### src/rtl/decryption_pkg.sv
// Shared constants and FIFO entry type for the decryption output path.
package decryption_pkg;

  localparam int unsigned SYS_DWIDTH = 8;
  localparam int unsigned MST_DWIDTH = 32;
  localparam int unsigned BPW        = MST_DWIDTH / SYS_DWIDTH;
  localparam int unsigned CNT_W      = (BPW > 1) ? $clog2(BPW) : 1;
  localparam int unsigned FILL_W     = CNT_W + 1;

  typedef struct packed {
    logic [MST_DWIDTH-1:0] data;
    logic [BPW-1:0]        keep;
    logic                  last;
  } out_word_t;

  localparam int unsigned OUT_WORD_W = $bits(out_word_t);

endpackage

### src/rtl/decryption_sync_fifo.sv
// Show-ahead synchronous FIFO; a pop frees a slot for a same-cycle push.
module decryption_sync_fifo #(
  parameter int unsigned WIDTH = 8,
  parameter int unsigned DEPTH = 8
) (
  input  logic                     clk,
  input  logic                     rst,
  input  logic                     push,
  input  logic [WIDTH-1:0]         push_data,
  input  logic                     pop,
  output logic [WIDTH-1:0]         pop_data,
  output logic                     full,
  output logic                     empty,
  output logic [$clog2(DEPTH):0]   level
);

  localparam int unsigned AW = $clog2(DEPTH);
  localparam int unsigned LW = AW + 1;

  logic [WIDTH-1:0] mem [DEPTH];
  logic [AW-1:0]    wr_ptr_q;
  logic [AW-1:0]    rd_ptr_q;
  logic [LW-1:0]    level_q;
  logic             do_push;
  logic             do_pop;

  assign empty    = (level_q == '0);
  assign full     = (level_q == LW'(DEPTH));
  assign do_pop   = pop & ~empty;
  assign do_push  = push & (~full | do_pop);
  assign level    = level_q;
  // Head entry is forced to zero while empty so stale storage never shows.
  assign pop_data = empty ? '0 : mem[rd_ptr_q];

  // Pointer and occupancy bookkeeping.
  always_ff @(posedge clk) begin
    if (rst) begin
      wr_ptr_q <= '0;
      rd_ptr_q <= '0;
      level_q  <= '0;
    end else begin
      if (do_push) wr_ptr_q <= wr_ptr_q + AW'(1);
      if (do_pop)  rd_ptr_q <= rd_ptr_q + AW'(1);
      case ({do_push, do_pop})
        2'b10:   level_q <= level_q + LW'(1);
        2'b01:   level_q <= level_q - LW'(1);
        default: level_q <= level_q;
      endcase
    end
  end

  // Entry storage; contents are don't-care until written.
  always_ff @(posedge clk) begin
    if (do_push) mem[wr_ptr_q] <= push_data;
  end

endmodule

### src/rtl/decryption_out_packer.sv
// Packs the decrypted character stream into little-endian words and queues
// them for the master side. Optional statistics counters are enabled with
// the DECRYPTION_OUT_PACKER_STATS_EN macro.
module decryption_out_packer
  import decryption_pkg::*;
#(
  parameter int unsigned FIFO_DEPTH = 8
) (
  input  logic                          clk_sys,
  input  logic                          rst,
  input  logic [SYS_DWIDTH-1:0]         data_i,
  input  logic                          valid_i,
  input  logic                          flush_i,
  output logic [MST_DWIDTH-1:0]         data_o,
  output logic [BPW-1:0]                keep_o,
  output logic                          last_o,
  output logic                          valid_o,
  input  logic                          ready_i,
  output logic                          full_o,
  output logic                          overflow_o,
  output logic [$clog2(FIFO_DEPTH):0]   level_o
`ifdef DECRYPTION_OUT_PACKER_STATS_EN
  ,
  output logic [15:0]                   char_cnt_o,
  output logic [7:0]                    drop_cnt_o
`endif
);

  logic [MST_DWIDTH-1:0] pack_q;
  logic [CNT_W-1:0]      cnt_q;
  logic [FILL_W-1:0]     fill_c;
  out_word_t             word_c;
  out_word_t             head;
  logic                  commit_c;
  logic                  pop_c;
  logic                  drop_c;
  logic                  fifo_full;
  logic                  fifo_empty;

  // Candidate word: held lanes plus this cycle's character in the next lane.
  always_comb begin
    word_c      = '0;
    word_c.data = pack_q;
    fill_c      = {1'b0, cnt_q} + FILL_W'(valid_i);
    for (int unsigned i = 0; i < BPW; i++) begin
      if (valid_i && (cnt_q == CNT_W'(i))) begin
        word_c.data[i*SYS_DWIDTH +: SYS_DWIDTH] = data_i;
      end
      word_c.keep[i] = (FILL_W'(i) < fill_c);
    end
    word_c.last = flush_i;
  end

  assign commit_c = (valid_i && (cnt_q == CNT_W'(BPW - 1))) ||
                    (flush_i && ((cnt_q != '0) || valid_i));
  assign valid_o  = ~fifo_empty;
  assign pop_c    = valid_o & ready_i;
  assign drop_c   = commit_c & fifo_full & ~pop_c;

  // Lane register and byte count; cleared on every commit, dropped or not.
  always_ff @(posedge clk_sys) begin
    if (rst) begin
      pack_q <= '0;
      cnt_q  <= '0;
    end else if (commit_c) begin
      pack_q <= '0;
      cnt_q  <= '0;
    end else if (valid_i) begin
      pack_q <= word_c.data;
      cnt_q  <= cnt_q + CNT_W'(1);
    end
  end

  // Sticky record of a committed word lost to a full FIFO.
  always_ff @(posedge clk_sys) begin
    if (rst)         overflow_o <= 1'b0;
    else if (drop_c) overflow_o <= 1'b1;
  end

  decryption_sync_fifo #(
    .WIDTH (OUT_WORD_W),
    .DEPTH (FIFO_DEPTH)
  ) u_fifo (
    .clk       (clk_sys),
    .rst       (rst),
    .push      (commit_c),
    .push_data (word_c),
    .pop       (pop_c),
    .pop_data  (head),
    .full      (fifo_full),
    .empty     (fifo_empty),
    .level     (level_o)
  );

  assign data_o = head.data;
  assign keep_o = head.keep;
  assign last_o = head.last;
  assign full_o = fifo_full;

`ifdef DECRYPTION_OUT_PACKER_STATS_EN
  // Saturating counters of accepted characters and dropped words.
  always_ff @(posedge clk_sys) begin
    if (rst) begin
      char_cnt_o <= '0;
      drop_cnt_o <= '0;
    end else begin
      if (valid_i && (char_cnt_o != '1)) char_cnt_o <= char_cnt_o + 16'd1;
      if (drop_c  && (drop_cnt_o != '1)) drop_cnt_o <= drop_cnt_o + 8'd1;
    end
  end
`endif

endmodule

### config.mk
export PLATFORM = sky130hd
export DESIGN_NAME = decryption_out_packer
export DESIGN_NICKNAME = d
export VERILOG_FILES = /design/src/rtl/decryption_pkg.sv /design/src/rtl/decryption_sync_fifo.sv /design/src/rtl/decryption_out_packer.sv
export SDC_FILE = /design/constraint.sdc
export NUM_CORES = 1
export LEC_CHECK = 0
export ABC_AREA = 0
export CAP_MARGIN = 20
export CORE_MARGIN = 2
export CORE_UTILIZATION = 40
export DETAILED_ROUTE_END_ITERATION = 10
export PLACE_DENSITY = 0.63
export SYNTH_ARGS = -nofsm -noshare
export SYNTH_HDL_FRONTEND = slang
export SYNTH_SLANG_ARGS = --single-unit
### constraint.sdc
create_clock -name clk_sys -period 6.85 [get_ports clk_sys]
set_input_delay 1.37 -clock clk_sys [delete_from_list [all_inputs] [get_ports clk_sys]]
set_output_delay 1.37 -clock clk_sys [all_outputs]
set_load 0.005 [all_outputs]
Word level (Yosys, flattened, before mapping)
Memory sizes are Yosys's and may differ from the RTL's. A register that Yosys moved wholly into a read port is not among the register bits. Index checks and enable logic that the tools add are counted.

Flip-flop bits (word level): 45. Bits in latches: 0. Bits in writable memories: 296. Memory bits (read-only): 0. Output and inout bits: 44. Logic and storage cells: 54. Memories: 1.

Add/subtract/negate cells: 6. Multipliers: 0. Divide/modulo/power cells: 0. Order comparisons: 4. Equal/unequal tests: 6. Shift-type cells: 0. Multiplexer cells: 10. Bitwise logic cells: 9. Reduce and logical (&&, ||, !) cells: 12.

Memories: u_fifo.mem (depth 8, width 37, rd ports 1, clocked after memory_dff 1, write ports 1, line decryption_sync_fifo.sv:20) `logic [WIDTH-1:0] mem [DEPTH];`.

Operator list (count): $mux W37 (1); $mux W8 (4); $pmux W4 S2 (1); $add A3 B1 Y3 const B (2); $eq A2 B2 Y1 const B (3); $lt A1 B3 Y1 const A (2); $lt A2 B3 Y1 const A (2); $mux W3 (2); $and A1 B1 Y1 (5); $logic_and A1 B1 Y1 (5); $add A4 B1 Y4 const B (1); $eq A2 B1 Y1 const B (2); $eq A4 B4 Y1 const B (1); $logic_not A4 Y1 (1); $reduce_bool A2 Y1 (2); $sub A4 B1 Y4 const B (1); $add A2 B1 Y3 (1); $not A1 Y1 (3); $add A2 B1 Y2 const B (1); $logic_not A2 Y1 (1); $logic_or A1 B1 Y1 (2); $mux W1 (2); $reduce_or A2 Y1 (1); $or A1 B1 Y1 (1).

Longest topological paths before layout
Depth in word-level cells: 8. Mapped depth: 11. Mapped depth without buffers: 11.

Hierarchy
From an unflattened synthesis, not the netlist that was laid out.

Cells, all modules: 684. Area, all modules: 13679.4 um^2.

By module, submodules not included: decryption_sync_fifo (times used 1, cells each 550, area an instance 11965.2 um^2, sequential area each 9148.8 um^2); decryption_out_packer (times used 1, cells each 134, area an instance 1714.1 um^2, sequential area each 700.7 um^2).

Worst setup path before layout
Ideal clock, no wire load.

Kind: input -> register. Start: input valid_i. End: memory u_fifo.mem[4][0] (netlist bit) (enable). Library setup time: 0.537 ns. Arrival: 5.625 ns. Data required time: 6.313 ns. Setup slack: 0.687 ns. Cell stages on the path: 4. Buffers on the path: 1. Path through: buf_6 -> o21ai_2 -> o2bb2ai_4 -> nor4b_1.

Word-level cells in the longest chain between the ends: 6. Elaborated cells between the ends (all ways): 7. Classes of those cells: 2 x mux; 1 x bitwise; 4 x reduce/logical.

Ends and longest elaborated chain: start: declaration (line decryption_out_packer.sv:12) `input logic valid_i,`; $logic_or A1 B1 Y1 (line decryption_out_packer.sv:55) `(flush_i && ((cnt_q != '0) || valid_i));`; $logic_and A1 B1 Y1 (line decryption_out_packer.sv:55); $logic_or A1 B1 Y1 * (line decryption_out_packer.sv:54) `assign commit_c = (valid_i && (cnt_q == CNT_W'(BPW - 1))) ||`; $and A1 B1 Y1 * (line decryption_sync_fifo.sv:30) `assign do_push = push & (~full | do_pop);`; $mux W1 * (line decryption_sync_fifo.sv:54) `if (do_push) mem[wr_ptr_q] <= push_data;`; $mux W1 (not written as such) * (line decryption_sync_fifo.sv:54); end: declaration (line decryption_sync_fifo.sv:20).

Every way passes the cells marked *; elsewhere a longest branch is shown, timed or not.

==> impl_results.md <==
- Arrival time at the worst endpoint: around 3300 ps
- Synth cell types: 34
- Min Tclk post-route: about 4700 ps
- Combinational fraction of design power: between 20 and 25%
- RSZ-0062 raised after global routing: no
- Hold Path End: overflow_o
- Starting DRT DRC Count: approximately 500
- Pre-Repair DR Iteration Count: 5
- GPL Wtd Cong: 0.669
- Reg2reg start: u_fifo.level[0]
- Clk pwr share: about a third
- CTS sink count: between 300 and 400
- Filler cells: approximately 2800
- CTS clk-pin slew, worst paths: around 60 ps
- Synth top area cells: edfxtp_1, mux4_2, dfxtp_1
- Pin slew with the least headroom to its limit: 968 ps
- CTS tree: yes
- Worst VDD drop: 0.213 mV
- Total Routing Usage GR: between 10% and 20%
- Total core area: 32700 µm²
- Number of synthesized flops with an enable pin: 296
- Vias per std cell: 5.19
- Seq/Total Area, Yosys: between 70% and 80%
- Post-Synth Adder-Cell Area: 1.12%
- HPWL Detailed: 15600 µm
- GR Util met1: roughly a fifth
- Layout cells sized above 1: about a quarter
- Psw: roughly 1400 µW
- Leakage: approximately 0.005 µW
- Fin Setup TNS: 0 ps
- Share of the synthesized area in the top cell type: 66.6%
- WP data required: about 5500 ps
- Worst Hold Class: flop to flop
- Starting Density: approximately 41%
- Mapped Cells: 675
- Most frequent cells in the layout: edfxtp_1, mux4_2, clkdlybuf4s50_1, nor2_1, dfxtp_1
- Final setup viols: 0
- Post-Layout Inst Area: ~16000 µm²
- Pwr/cell area: approximately 350 nW/µm²
- H-Tree Depth: 2
- Worst Path Class, Setup: flop to output port
- Final slew viol count: 0
- Reg-to-Reg End: u_fifo.level[3]
- Num ports: 57
- Count of max-cap constraint violations: 0
- Post-synth top area cell: edfxtp_1
- Worst-Skew Late Latency: roughly 500 ps
- Pwr Total: approximately 5500 µW
- Slew headroom: 35.3%
- Ys Warns: 0
- Global routing's busiest layer: met2
- Met3 Usage GRT: 2.20%
- Post-synthesis mux area share: a little under a fifth
- Chip width: 187 µm
- Top_reg_cell synth: edfxtp_1
- Post-Synth Simple-Gate Area: approximately 4.2%
- Synth async-reset ratio: 0%
- Area after DPL: 14500 µm²
- Diodes inserted: 0
- Root Driver: clkbuf_16
- Final hold violation count: 0
- Reg-to-reg slack, setup: 3790 ps
- Post-CTS sizing: 0
- Antenna-violating nets left: 0
- Crit start category: flop
- PortBufs: 56
- Post-CTS Hold Fix Bufs: 0
- Area grow syn2layout: 17.0%
- Status: completed
- Via Count: approximately 6400
- TritonCTS Buffers: 36
- Die ar.: around 35000 µm²
- Hold Startpoint: overflow_o
- Worst Hold Margin: approximately 490 ps
- Seq pwr share: between 40% and 50%
- Clock Tree Buf Depth: 3
- DRC: 0
- Worst clock skew: 15.6 ps
- Crit. End Element: output port
- Sw frac: ~25%
- Xor/xnor cell area share of the yosys netlist: less than 1%
- Mapped Area: around 13000 µm²
- Internal power: slightly above 4000 µW
- Synthesized area per cell: a little under 20 µm²
- Net count, final: around 800
- Initial antenna violation count: 1
- Largest net degree at the start of global routing: about 50
- Fmax: between 200 and 250 MHz
- Largest family of logic cells by synthesized area: multiplexers
- Commonest non-fill, non-tap cell in the layout: edfxtp_1
- Global Route met2 Usage: ~28%
- Final WL: about 28000 µm
- # Post-CTS Setup Buffers: 0
- Syn_nets: 700
- Area fraction in compound gates after synthesis: less than 1%
- Final period util: between 60% and 70%
- Worst hold stages: 2
- Seq cells post-synth: ~340
- Worst R2R Path Depth: 8
- Num rows: 66
- First-pass GRT wire length: slightly above 40000 µm
- Congestion Overflow GR: 0
- Critical Path Fanout Max: 50
- Vias in the first global route: 6872
- Die Ht: about 190 µm
- Avg WL per Cell: roughly 23 µm
[routing by layer]
metal	share of wire (%)	up-vias
met5	0	-
met4	1.9	0
met3	4.5	42
met2	51	147
met1	43	3341
li1	-	2828
[flip-flops by register name, indices dropped and copies added (netlist names), named ones only]
name and cells:
u_fifo.level 4, overflow_o 1, u_fifo.rd_ptr_q 3, u_fifo.mem 296, u_fifo.wr_ptr_q 3, pack_q 32, cnt_q 2
[metrics by stage]
step           setup WS, ps  cells  util [%]
2_1_floorplan           687    675         -
4_1_cts                2150   1225      47.8
3_3_place_gp           2590   1159      44.4
5_1_grt                2040   1225      47.8
3_5_place_dp           2520   1159      44.4
6_report               2200   1225      47.8
[power by group through the flow]
stage | Sequential [µW] | Combinational, µW | Clock, µW
3_5_place_dp | 2500 | 1240 | 0
3_3_place_gp | 2490 | 1230 | 0
5_1_grt | 2460 | 1320 | 1950
4_1_cts | 2450 | 1250 | 1870
2_1_floorplan | 2440 | 730 | 0
6_report | 2450 | 1210 | 1830
[cell families (layout without fill, tap and decap cells)]
family,count (synthesis),after routing
flip-flops,344,344
AND/OR/NAND/NOR,111,111
AO/OA/AOI/OAI,12,12
XOR/XNOR,7,7
adder cells (fa/ha/maj),12,12
buffers and inverters,41,149
multiplexers,148,148
[critical path, stage by stage (launching register included)]
cell	delay, ps
dfxtp_2	780
buf_4	720
mux4_2	340
mux2i_1	80
nor2_1	270
clkdlybuf4s50_1	570
[Yosys cell counts (all sizes together), types with 4 or more instances]
cell      n
mux2i    41
nand2     7
dfxtp    48
nor2b    36
edfxtp  296
a21oi     6
xor2      4
clkbuf   12
ha       12
mux4     74
nor2     51
buf      20
mux2     33
inv       9
[area by class of cell]
class | instances | area (µm²) | share of cell area [%]
Tap cell | 442 | 553 | 3.54
Clock inverter | 15 | 103 | 0.656
Sequential cell | 344 | 9860 | 63.1
Clock buffer | 51 | 1020 | 6.52
Inverter | 9 | 33.8 | 0.216
Multi-Input combinational cell | 290 | 3370 | 21.6
Timing Repair Buffer | 74 | 696 | 4.45
[worst max path at each step]
| stage | start | to | slack (ps) | cells after the start |
|---|---|---|---|---|
| 2_1_floorplan | valid_i | u_fifo.mem[4][0] | 690 | 4 |
| 3_3_place_gp | valid_i | u_fifo.mem[7][27] | 2590 | 6 |
| 3_5_place_dp | flush_i | u_fifo.mem[7][28] | 2520 | 6 |
| 4_1_cts | flop | data_o[26] | 2150 | 5 |
| 5_1_grt | flop | data_o[26] | 2040 | 5 |
| 6_report | flop | data_o[26] | 2200 | 5 |
No activity file was read; power rests on OpenSTA's default activity.
